<file path="config.mk">
export PLATFORM = sky130hd
export DESIGN_NAME = ahb_stream_sink
export DESIGN_NICKNAME = d
export VERILOG_FILES = /design/src/rtl/ahb_sink_pkg.sv /design/src/rtl/sink_fifo.sv /design/src/rtl/ahb_stream_sink.sv
export SDC_FILE = /design/constraint.sdc
export NUM_CORES = 1
export LEC_CHECK = 0
export CAP_MARGIN = 5
export CELL_PAD_IN_SITES_DETAIL_PLACEMENT = 2
export CELL_PAD_IN_SITES_GLOBAL_PLACEMENT = 2
export CORE_MARGIN = 5
export CORE_UTILIZATION = 46
export CTS_CLUSTER_DIAMETER = 30
export DETAILED_ROUTE_END_ITERATION = 10
export HOLD_SLACK_MARGIN = 0.02
export PLACE_DENSITY_LB_ADDON = 0.1
export SETUP_SLACK_MARGIN = 0.5
export SLEW_MARGIN = 20
export SYNTH_ARGS = -nofsm -noshare
export SYNTH_HDL_FRONTEND = slang
export SYNTH_SLANG_ARGS = --single-unit
</file>
<file path="constraint.sdc">
create_clock -name HCLK -period 6.3 [get_ports HCLK]
set_input_delay 0.945 -clock HCLK [delete_from_list [all_inputs] [get_ports HCLK]]
set_output_delay 0.945 -clock HCLK [all_outputs]
set_load 0.05 [all_outputs]
</file>
<file path="src/rtl/ahb_sink_pkg.sv">
// Shared constants and types for the AHB-lite stream sink: bus encodings,
// register offsets, STATUS/CTRL bit positions and the data-phase state type.
package ahb_sink_pkg;

    localparam logic [1:0] HTRANS_IDLE   = 2'b00;
    localparam logic [1:0] HTRANS_BUSY   = 2'b01;
    localparam logic [1:0] HTRANS_NONSEQ = 2'b10;
    localparam logic [1:0] HTRANS_SEQ    = 2'b11;

    localparam logic [1:0] HRESP_OKAY  = 2'b00;
    localparam logic [1:0] HRESP_ERROR = 2'b01;

    localparam logic [2:0] HSIZE_WORD = 3'b010;

    localparam logic [1:0] OFF_DATA   = 2'd0;
    localparam logic [1:0] OFF_STATUS = 2'd1;
    localparam logic [1:0] OFF_CTRL   = 2'd2;
    localparam logic [1:0] OFF_RSVD   = 2'd3;

    localparam int STAT_EMPTY   = 16;
    localparam int STAT_FULL    = 17;
    localparam int STAT_ERR     = 18;
    localparam int CTRL_FLUSH   = 0;
    localparam int CTRL_CLR_ERR = 1;

    // Kind of data phase currently in progress on the slave port
    typedef enum logic [1:0] {
        ST_IDLE,
        ST_DATA_WAIT,
        ST_ERR1,
        ST_ERR2
    } dp_state_t;

endpackage

</file>
<file path="src/rtl/sink_fifo.sv">
// Show-ahead FIFO: head is always the oldest word; flush empties it in one edge
// and takes priority over a concurrent pop.
module sink_fifo #(
    parameter int W_DATA = 32,
    parameter int DEPTH  = 16,
    parameter int W_CNT  = $clog2(DEPTH + 1)
) (
    input  logic              clk,
    input  logic              rst,
    input  logic              push,
    input  logic              pop,
    input  logic              flush,
    input  logic [W_DATA-1:0] wdata,
    output logic [W_CNT-1:0]  count,
    output logic              full,
    output logic              empty,
    output logic [W_DATA-1:0] head
);
    localparam int W_PTR = $clog2(DEPTH);

    logic [W_DATA-1:0] mem [DEPTH];
    logic [W_PTR-1:0]  wr_ptr;
    logic [W_PTR-1:0]  rd_ptr;
    logic              do_push;
    logic              do_pop;

    assign full    = (count == W_CNT'(DEPTH));
    assign empty   = (count == '0);
    assign do_push = push & ~full;
    assign do_pop  = pop & ~empty;
    assign head    = mem[rd_ptr];

    always_ff @(posedge clk) begin
        if (do_push) begin
            mem[wr_ptr] <= wdata;
        end
    end

    // Pointers are exactly log2(DEPTH) wide, so increment wraps modulo DEPTH
    always_ff @(posedge clk or posedge rst) begin
        if (rst) begin
            wr_ptr <= '0;
            rd_ptr <= '0;
            count  <= '0;
        end else if (flush) begin
            wr_ptr <= '0;
            rd_ptr <= '0;
            count  <= '0;
        end else begin
            if (do_push) wr_ptr <= wr_ptr + W_PTR'(1);
            if (do_pop)  rd_ptr <= rd_ptr + W_PTR'(1);
            count <= count + W_CNT'(do_push) - W_CNT'(do_pop);
        end
    end

endmodule

</file>
<file path="src/rtl/ahb_stream_sink.sv">
// AHB-lite slave that pushes DATA writes into a FIFO drained on a valid/ready
// stream, stalling writes while full, with STATUS/CTRL registers.
module ahb_stream_sink
    import ahb_sink_pkg::*;
#(
    parameter int W_ADDR  = 32,
    parameter int W_DATA  = 32,
    parameter int W_BURST = 3,
    parameter int DEPTH   = 16,
    parameter int W_CNT   = $clog2(DEPTH + 1)
) (
    input  logic               HCLK,
    input  logic               HRESET,
    input  logic               HSEL,
    input  logic [W_ADDR-1:0]  HADDR,
    input  logic [1:0]         HTRANS,
    input  logic               HWRITE,
    input  logic [2:0]         HSIZE,
    input  logic [W_BURST-1:0] HBURST,
    input  logic [W_DATA-1:0]  HWDATA,
    input  logic               HREADY,
    output logic               out_HREADY,
    output logic [1:0]         out_HRESP,
    output logic [W_DATA-1:0]  out_HRDATA,
    output logic               m_valid,
    input  logic               m_ready,
    output logic [W_DATA-1:0]  m_data,
    output logic [W_CNT-1:0]   fill_level
);
    dp_state_t         state;
    dp_state_t         state_nxt;
    dp_state_t         dec_state;
    logic              accept;
    logic              dp_valid;
    logic              dp_write;
    logic [1:0]        dp_off;
    logic              err_sticky;
    logic              push;
    logic              pop;
    logic              flush;
    logic              clr_err;
    logic              ctrl_wr;
    logic              rd_status;
    logic              fifo_full;
    logic              fifo_empty;
    logic [W_CNT-1:0]  count;
    logic [W_DATA-1:0] head;
    logic              unused_bits;

    function automatic logic [W_DATA-1:0] pack_status(input logic [W_CNT-1:0] cnt,
                                                      input logic emp, input logic ful,
                                                      input logic err);
        logic [W_DATA-1:0] s;
        s              = '0;
        s[W_CNT-1:0]   = cnt;
        s[STAT_EMPTY]  = emp;
        s[STAT_FULL]   = ful;
        s[STAT_ERR]    = err;
        return s;
    endfunction

    assign unused_bits = ^{HBURST, HADDR[W_ADDR-1:4], HADDR[1:0]};

    // Address phase: classify the transfer so its data phase starts in the right state
    always_comb begin
        accept    = HSEL & HREADY & ((HTRANS == HTRANS_NONSEQ) | (HTRANS == HTRANS_SEQ));
        dec_state = ST_IDLE;
        if (accept) begin
            if ((HADDR[3:2] == OFF_RSVD) ||
                (HWRITE && HADDR[3:2] == OFF_DATA && HSIZE != HSIZE_WORD)) begin
                dec_state = ST_ERR1;
            end else if (HWRITE && HADDR[3:2] == OFF_DATA) begin
                dec_state = ST_DATA_WAIT;
            end
        end
    end

    // Data phase: full-FIFO stall decision uses only the registered count
    always_comb begin
        state_nxt  = dec_state;
        out_HREADY = 1'b1;
        out_HRESP  = HRESP_OKAY;
        push       = 1'b0;
        case (state)
            ST_DATA_WAIT: begin
                if (fifo_full) begin
                    out_HREADY = 1'b0;
                    state_nxt  = ST_DATA_WAIT;
                end else begin
                    push = 1'b1;
                end
            end
            ST_ERR1: begin
                out_HREADY = 1'b0;
                out_HRESP  = HRESP_ERROR;
                state_nxt  = ST_ERR2;
            end
            ST_ERR2: begin
                out_HRESP = HRESP_ERROR;
            end
            default: ;
        endcase
    end

    always_ff @(posedge HCLK or posedge HRESET) begin
        if (HRESET) begin
            state    <= ST_IDLE;
            dp_valid <= 1'b0;
            dp_write <= 1'b0;
            dp_off   <= OFF_DATA;
        end else begin
            state <= state_nxt;
            if (HREADY) begin
                dp_valid <= accept;
                dp_write <= HWRITE;
                dp_off   <= HADDR[3:2];
            end
        end
    end

    assign ctrl_wr   = (state == ST_IDLE) & dp_valid & dp_write & (dp_off == OFF_CTRL);
    assign rd_status = (state == ST_IDLE) & dp_valid & ~dp_write & (dp_off == OFF_STATUS);
    assign flush     = ctrl_wr & HWDATA[CTRL_FLUSH];
    assign clr_err   = ctrl_wr & HWDATA[CTRL_CLR_ERR];

    always_ff @(posedge HCLK or posedge HRESET) begin
        if (HRESET) begin
            err_sticky <= 1'b0;
        end else if (state == ST_ERR2) begin
            err_sticky <= 1'b1;
        end else if (clr_err) begin
            err_sticky <= 1'b0;
        end
    end

    assign out_HRDATA = rd_status ? pack_status(count, fifo_empty, fifo_full, err_sticky) : '0;
    assign m_valid    = ~fifo_empty;
    assign m_data     = head;
    assign pop        = m_valid & m_ready;
    assign fill_level = count;

    sink_fifo #(
        .W_DATA (W_DATA),
        .DEPTH  (DEPTH),
        .W_CNT  (W_CNT)
    ) u_fifo (
        .clk   (HCLK),
        .rst   (HRESET),
        .push  (push),
        .pop   (pop),
        .flush (flush),
        .wdata (HWDATA),
        .count (count),
        .full  (fifo_full),
        .empty (fifo_empty),
        .head  (head)
    );

endmodule

</file>
; After elaboration in Yosys (flattened, before gate mapping)
; Memories as Yosys holds them, arrays and structs flattened.
; Index checks and enable logic that the tools add are counted.
[totals]
out_inout_bits = 73
input_bits = 78
reg_bits = 20
memories = 1
ram_bits = 512
wordCells = 68
[memory_table]
columns = name, words, word_bits, read_ports, rd_clocked_by_memory_dff, write_ports, line
row1 = u_fifo.mem, 16, 32, 1, 0, 1, sink_fifo.sv:21  ; logic [W_DATA-1:0] mem [DEPTH];
[classes]
n_eq_ne = 10
reduce_logical = 10
n_mux = 19
addsub = 4
bitwise_logic = 16
[ops]
columns = op, count
row1 = $mux 19, 1
row2 = $mux 4, 4
row3 = $and 1x1->1, 12
row4 = $eq 2x2->1 const B, 6
row5 = $add 4x1->4 const B, 2
row6 = $mux 1, 8
row7 = $mux 2, 3
row8 = $reduce_bool 2->1, 3
row9 = $add 5x1->5, 1
row10 = $eq 5x5->1 const B, 1
row11 = $logic_not 5->1, 1
row12 = $mux 5, 1
row13 = $sub 5x1->5, 1
row14 = $eq 2x1->1 const B, 2
row15 = $logic_not 2->1, 2
row16 = $pmux 2 s2, 1
row17 = $ne 3x2->1 const B, 1
row18 = $not 1->1, 3
row19 = $logic_and 1x1->1, 2
row20 = $pmux 1 s2, 1
row21 = $reduce_or 2->1, 1
row22 = $logic_or 1x1->1, 1
row23 = $or 1x1->1, 1

; Longest topological paths before layout
; Gate-level depths: netlist of run 1.
[logic_depth]
word_depth = 8
ltp_mapped = 15
ltp_nobuf = 14

; By module
; From an unflattened synthesis of run 1, not the netlist that was laid out.
[unflattened]
hier_cells = 1111
hier_area_um2 = 21094.0
[by_module_without_submodules]
columns = module, cells_per_inst, area_each_um2, seq_area_each_um2, n_inst
row1 = sink_fifo, 1034, 20423.3, 15700.1, 1
row2 = ahb_stream_sink, 77, 670.6, 175.2, 1

; Least setup slack after synthesis of run 1
; OpenSTA, ideal clock, no wires.
[synth_path]
path_type = register to register
startpoint = register u_fifo.count[2]
endpoint = memory u_fifo.mem[0][0], enable pin
stages_incl_launch_ff = 7
period_less_slack_ns = 5.095
setup_slack_ns = 1.205
arrival_time_ns = 4.594
path_buffers = 1
setup_time_ns = 0.501
required_ns = 5.799
path_cell_list = dfrtp_1 inv_1 ha_1 and4bb_2 nand2b_1 buf_2 nor4_1
[synth_between]
elab_chain_len = 6
word_cells_on_any_way = 7
cone_classes = eq/ne: 1 / mux: 4 / bitwise: 2
[synth_lines]
columns = element, line
row1 = start: declaration, sink_fifo.sv:14  ; output logic [W_CNT-1:0] count,
row2 = start signal: assignment, sink_fifo.sv:52  ; count <= count + W_CNT'(do_push) - W_CNT'(do_pop);
row3 = $eq 5x5->1 *, sink_fifo.sv:27  ; assign full = (count == W_CNT'(DEPTH));
row4 = $mux 1, ahb_stream_sink.sv:86  ; if (fifo_full) begin
row5 = $mux 1, ahb_stream_sink.sv:84  ; case (state)
row6 = $and 1x1->1 *, sink_fifo.sv:29  ; assign do_push = push & ~full;
row7 = $mux 1 *, sink_fifo.sv:34  ; if (do_push) begin
row8 = $mux 1 (not written as such) *, sink_fifo.sv:35  ; mem[wr_ptr] <= wdata;
row9 = end: declaration, sink_fifo.sv:21
; Every way passes the cells marked *; elsewhere a longest branch is shown, timed or not.

; Worst setup path in the final report of run 1
[layout_path]
startpoint = register u_fifo.rd_ptr[0]
endpoint = output m_data[0]
[layout_between]
elab_chain_len = 1
[layout_lines]
columns = element, line
row1 = start: declaration, sink_fifo.sv:23  ; logic [W_PTR-1:0] rd_ptr;
row2 = start signal: assignment, sink_fifo.sv:51  ; if (do_pop) rd_ptr <= rd_ptr + W_PTR'(1);
row3 = $mem_v2 16x32, --
row4 = end: declaration, ahb_stream_sink.sv:27  ; output logic [W_DATA-1:0] m_data,
; Every way passes these cells.

==> results.md, run 1 <==
* Ratio of cells with drive above 1 in the final layout at 0.291
* Sequential element share of the synthesized area at 0.767
* HPWL after detailed placement at 31500 um
* Antenna violations before repair at 1
* Pin count of the biggest net entering global routing at 60
* Fill count at 3578
* Status: complete, no violations
* Postcts setup bufs at 0
* Library cell used as clock root buffer: clkbuf_16
* Netlist cell types at 38
* Initial Util at 0.467
* Max capacitance violation total at 0
* Hold Fails Final Rpt at 0
* Yosys warning count at 0
* Critical Path AT at 3.98 ns
* Clock latency of the later-clocked register in the worst-skew pair at 0.67 ns
* Die area at 0.0493 mm2
* Leakage power figure at 0.00878 uW
* Kind of capture point of the worst setup path: primary output
* Final worst path period need at 4.93 ns
* IR drop worst, VDD at 0.000424 V
* Per-instance average area after synthesis at 21.4 um2
* Nets at 1245
* Slew Limit Headroom at 0.237
* Total area of sequential cells at 0.0159 mm2
* Maximum operating frequency at 0.203 GHz
* Most numerous cell types in the synthesized netlist: edfxtp_1, mux4_2, a22oi_1
* Clock Tree Buf Depth at 3
* Y dimension of the die at 222 um
* Wire length per cell at 35.3 um
* Post-synth top area share at 0.743
* Maximum level of the CTS H-tree at 3
* Final setup fails at 0
* Fin worst setup slack at 1.37 ns
* Most frequent cell after synthesis: edfxtp_1
* Number of synthesized flops with an enable pin at 512
* Required @ worst endpoint at 5.35 ns
* Skew final at 0.0218 ns
* Crit path launch type: flop
* Number of DRC markers in iteration 0 at 1048
* Number of buffers created by CTS at 114
* Post-synth top area cell: edfxtp_1
* Main area contributors after synthesis: edfxtp_1, mux4_2, dfrtp_1, a22oi_1, buf_4
* Number of optimization iterations in the first detailed-route pass at 5
* Via density per instance at 5.93
* Clock-pin slew on the worst setup and hold paths at 0.06 ns
* Final RePlAce weighted congestion at 0.668
* Worst-Margin Slew at 1.14 ns
* All-Layer GR Usage at 0.265
* Number of buffers added on ports at 91
* Post-synthesis cell count at 968
* FFs w/ async S/R, synth at 0.0376
* Fin crit share at 0.782
* Highest net fanout along the worst path at 47
* Slew Limit Fails at 0
* Vias in the first global route at 12500
* # hold bufs at CTS at 0
* DRC at 0
* Unrepaired setup endpoints after global routing: no
* Placeable core area at 0.0443 mm2
* Placement Setup Slack at 2.10 ns
* Register bit count reported by yosys at 532
* Via count at 10900
* Row count at 77
* Overall routed net length at 65000 um
* Number of routed nets with antenna violations at 0
* TritonCTS clock tree: built
* TritonCTS sink count at 532
* Flip-flop cell with the highest count after synthesis: edfxtp_1
* Sum of negative setup slack at 0 ns
* Power density over the cells at 530 mW/mm2
* Area used by multi-input combinational logic at 0.00447 mm2
* Die X at 222 um
* Syn Std Cell Area at 0.0207 mm2
* Global-route wire length before repair at 94100 um
* Post-cts repair resize count at 0
* Start-to-end type of the worst setup path: flop to primary output
* Residual overflow from global routing at 0
* Worst min-delay path category: flop to flop
* Synth-to-layout area growth at 26.9%
* Num ports at 151
==> layout make-up <==
class / count / share of cell area
Inverter: 20 / 0.00286
Multi-Input combinational cell: 365 / 0.170
Sequential cell: 532 / 0.605
Timing Repair Buffer: 118 / 0.0439
Antenna cell: 1 / 0.0000953
Tap cell: 592 / 0.0282
Clock buffer: 135 / 0.112
Clock inverter: 78 / 0.0369
==> placed cells by master, fill, tap and decap left out, types with 16 or more instances in the layout <==
cell / count
dfrtp_1: 18
mux4_2: 128
inv_1: 20
buf_4: 24
conb_1: 25
bufinv_16: 18
clkinv_2: 16
clkinvlp_4: 16
clkdlybuf4s50_1: 91
a22oi_1: 64
nand2_1: 39
clkbuf_1: 19
clkbuf_16: 114
edfxtp_1: 512
==> critical path: stages (launching register included) <==
cell             delay [ns]
dfrtp_4                1.01
buf_12                 0.44
mux4_2                 0.58
a22oi_1                0.28
nand2_1                0.22
clkdlybuf4s50_1        0.76
==> power by group <==
group | switching, uW | internal (uW)
sequential | 236 | 3940
clock | 2080 | 4080
combinational | 2180 | 1400
==> cell families after synthesis <==
| family | after synthesis | share of synthesized area |
|---|---|---|
| AOI/OAI and AO/OA | 77 | 0.0269 |
| xor gates and xnor gates | 8 | 0.00339 |
| adders and majority gates | 16 | 0.0100 |
| buffers and inverters | 95 | 0.0250 |
| DFF | 532 | 0.767 |
| muxes | 132 | 0.141 |
| other | 1 | 0.000181 |
| and+or+nand+nor | 107 | 0.0256 |
==> through the flow <==
step,instances,power (uW),util,instance area (um2),hold slack (ns)
floorplan,992,6620,-,20800,0.441
global placement,1627,7620,0.504,22300,0.496
detailed placement,1627,7700,0.504,22300,0.499
CTS,1840,14100,0.592,26200,0.506
global route,1841,14400,0.592,26200,0.525
finish,1841,13900,0.592,26200,0.495
==> sequential cells by signal (all words and copies together) (netlist names) <==
signal,flops
err_sticky,1
u_fifo.rd_ptr,4
u_fifo.count,5
dp_valid,1
dp_off,2
u_fifo.mem,512
state,2
u_fifo.wr_ptr,4
dp_write,1
==> routing by layer <==
metal  track usage  vias to the layer above  wire length (um)
met2         0.463                      423             34700
met5             0                        -                 0
li1              -                     4372                 -
met4        0.0706                        0              1300
met3        0.0490                       90              2910
met1         0.345                     6034             26100
==> worst paths after layout <==
| kind | cells past startpoint | to | slack [ns] | start |
|---|---|---|---|---|
| worst min register to register | 1 | err_sticky | 0.50 | err_sticky |
| min in group asynchronous | 2 | u_fifo.rd_ptr[0] | 0.79 | HRESET |
| max in group asynchronous | 2 | u_fifo.rd_ptr[1] | 4.83 | HRESET |
| worst max-delay path | 5 | m_data[0] | 1.37 | u_fifo.rd_ptr[0] |
| worst min-delay path | 1 | err_sticky | 0.50 | err_sticky |
| worst max register to register | 8 | u_fifo.mem[12][15] | 2.43 | u_fifo.count[3] |
No activity file was read; power rests on OpenSTA's default activity.
==> inputs of run 2 (changes only) <==
clock period = 5.15 ns   (was 6.3 ns; I/O delays follow)
==> run 2 against run 1 <==
  * Global-route usage is 0.065 points higher
  * Non-clock buffer count is 3 higher
  * Largest cell class unchanged
  * Routed wire length down 0.16%
  * Worst setup slack got worse by 0.54 ns
  * Combinational power grew 24%
  * Clock-buffer cell count down 4
  * Via count rose by 0.76%
  * Core utilization down 0.43 points
  * Flip-flop and latch count unchanged
==> results.md, run 2 (same netlist as run 1, synthesis figures left out) <==
* Status: complete, no violations (unchanged)
* Slew Limit Fails at 0 (unchanged)
* Row count at 77 (unchanged)
* Nets at 1247 (was 1245)
* Required @ worst endpoint at 4.38 ns (was 5.35 ns)
* Area used by multi-input combinational logic at 0.00447 mm2 (unchanged)
* Depth of the worst register-to-register path at 8 (unchanged)
* Overall routed net length at 64900 um (was 65000 um)
* Fill count at 3658 (was 3578)
* Final setup fails at 0 (unchanged)
* Commonest non-fill, non-tap cells in the layout: edfxtp_1, mux4_2, clkbuf_16 (unchanged)
* Placed cell area at 0.0223 mm2 (about the same)
* Power density over the cells at 637 mW/mm2 (was 530 mW/mm2)
* Final RePlAce weighted congestion at 0.682 (was 0.668)
* Number of flip-flops under the largest register name at 512 (unchanged)
* Global-route wire length before repair at 94200 um (was 94100 um)
* Die area at 0.0493 mm2 (unchanged)
* Library cell used as clock root buffer: clkbuf_16 (unchanged)
* Number of buffers added on ports at 91 (unchanged)
* Highest net fanout along the worst path at 44 (was 47)
* Die X at 222 um (unchanged)
* Worst-Margin Slew at 1.13 ns (was 1.14 ns)
* Leakage power figure at 0.00872 uW (was 0.00878 uW)
* Postcts setup bufs at 0 (unchanged)
* Worst min-delay path category: flop to flop (unchanged)
* Ratio of cells with drive above 1 in the final layout at 0.287 (was 0.291)
* All-Layer GR Usage at 0.266 (was 0.265)
* Clock latency of the later-clocked register in the worst-skew pair at 0.68 ns (was 0.67 ns)
* Cell count of the worst hold path at 1 (unchanged)
* Residual overflow from global routing at 0 (unchanged)
* Leading registers by flop count: u_fifo.mem x512, u_fifo.count x5 (unchanged)
* Wire length per cell at 35.2 um (was 35.3 um)
* Post-cts repair resize count at 0 (unchanged)
* Fin crit share at 0.838
* Critical Path AT at 3.54 ns (was 3.98 ns)
* Vias in the first global route at 12500 (about the same)
* Number of buffers created by CTS at 113 (was 114)
* Maximum operating frequency at 0.232 GHz
* Synth-to-layout area growth at 25.9% (was 26.9%)
* Most common library cell in the layout ignoring fill and taps: edfxtp_1 (unchanged)
* Via density per instance at 5.96 (was 5.93)
* Clock-pin slew on the worst setup and hold paths at 0.05 ns (was 0.06 ns)
* Unrepaired setup endpoints after global routing: no (unchanged)
* Y dimension of the die at 222 um (unchanged)
* Number of DRC markers in iteration 0 at 1056 (was 1048)
* DRC at 0 (unchanged)
* HPWL after detailed placement at 31600 um (was 31500 um)
* Fin worst setup slack at 0.835 ns (was 1.37 ns)
* IR drop worst, VDD at 0.000527 V (was 0.000424 V)
* Number of optimization iterations in the first detailed-route pass at 6 (was 5)
* Total area of sequential cells at 0.0159 mm2 (unchanged)
* Initial Util at 0.467 (unchanged)
* Slew Limit Headroom at 0.250 (was 0.237)
* Largest reg by FF count: u_fifo.mem (unchanged)
* Pin count of the biggest net entering global routing at 50 (was 60)
* Sum of negative setup slack at 0 ns (unchanged)
* Placeable core area at 0.0443 mm2 (unchanged)
* Start-to-end type of the worst setup path: flop to primary output (unchanged)
* Placement Setup Slack at 1.42 ns (was 2.10 ns)
* Num ports at 151 (unchanged)
* Final std cell area, no fill at 0.0261 mm2 (was 0.0262 mm2)
* Final worst path period need at 4.32 ns
* # hold bufs at CTS at 0 (unchanged)
* Via count at 11000 (was 10900)
* Antenna violations before repair at 2 (was 1)
* Max capacitance violation total at 0 (unchanged)
* Maximum level of the CTS H-tree at 3 (unchanged)
* Crit path launch type: flop (unchanged)
* Min-Delay Startpoint: err_sticky (unchanged)
* TritonCTS clock tree: built (unchanged)
* TritonCTS sink count at 532 (unchanged)
* Endpoint of the worst register-to-register path: u_fifo.mem[13][25] (was u_fifo.mem[12][15])
* Worst R2R Setup Slack at 1.31 ns (was 2.43 ns)
* Antenna diode instance count at 0 (was 1)
* Clock Tree Buf Depth at 3 (unchanged)
* Hold Fails Final Rpt at 0 (unchanged)
* Number of routed nets with antenna violations at 0 (unchanged)
* End point of the most critical hold path: err_sticky (unchanged)
* Source of the worst register-to-register timing path: u_fifo.count[3] (unchanged)
* Skew final at 0.0355 ns (was 0.0218 ns)
* Kind of capture point of the worst setup path: primary output (unchanged)
## run 2: cell count changes in the layout (fill, tap and decap cells not counted), sizes merged
cell	delta
clkinv	+21
bufinv	-8
clkinvlp	-6
clkbuf	-4
buf	+3
diode	-1
## run 2: worst max path at each step
stage                          start            endpoint  cells after the start
finish              u_fifo.rd_ptr[1]          m_data[28]                      5
global route        u_fifo.rd_ptr[2]          m_data[14]                      4
CTS                 u_fifo.rd_ptr[1]          m_data[28]                      5
detailed placement   u_fifo.count[2]  u_fifo.mem[14][30]                      8
floorplan            u_fifo.count[2]    u_fifo.mem[0][0]                      6
global placement     u_fifo.count[3]  u_fifo.mem[13][11]                      8
## run 2: final cells by class
type | instances | share of cell area
Clock inverter | 85 | 0.0300
Multi-Input combinational cell | 365 | 0.172
Timing Repair Buffer | 121 | 0.0450
Clock buffer | 131 | 0.112
Inverter | 20 | 0.00288
Tap cell | 592 | 0.0284
Sequential cell | 532 | 0.610
## run 2: stage by stage
| stage | util | power (uW) | hold WS, ns | std cells |
|---|---|---|---|---|
| floorplan | - | 8090 | 0.441 | 992 |
| global placement | 0.504 | 9360 | 0.490 | 1630 |
| detailed placement | 0.504 | 9490 | 0.520 | 1630 |
| CTS | 0.588 | 16800 | 0.532 | 1846 |
| global route | 0.588 | 17200 | 0.544 | 1846 |
| finish | 0.588 | 16600 | 0.523 | 1846 |
## run 2: per-layer routing
metal | wire (um) | share of wire | track usage | vias up
li1 | - | - | - | 4383
met1 | 25600 | 0.39 | 0.350 | 6037
met2 | 34200 | 0.53 | 0.457 | 472
met3 | 3750 | 0.058 | 0.0572 | 110
met4 | 1310 | 0.020 | 0.0648 | 0
met5 | 0 | 0 | 0 | -
## run 2: worst max-delay path, cell delays in order, from the launching register on
cell	delay [ns]
dfrtp_4	0.88
buf_4	0.40
mux4_2	0.36
a22oi_1	0.24
nand2_1	0.17
clkdlybuf4s50_1	0.74
## run 2: power by group
group / internal [uW] / switching [uW]
clock: 4570 / 2550
sequential: 4820 / 197
combinational: 1740 / 2710
total: 11100 / 5460
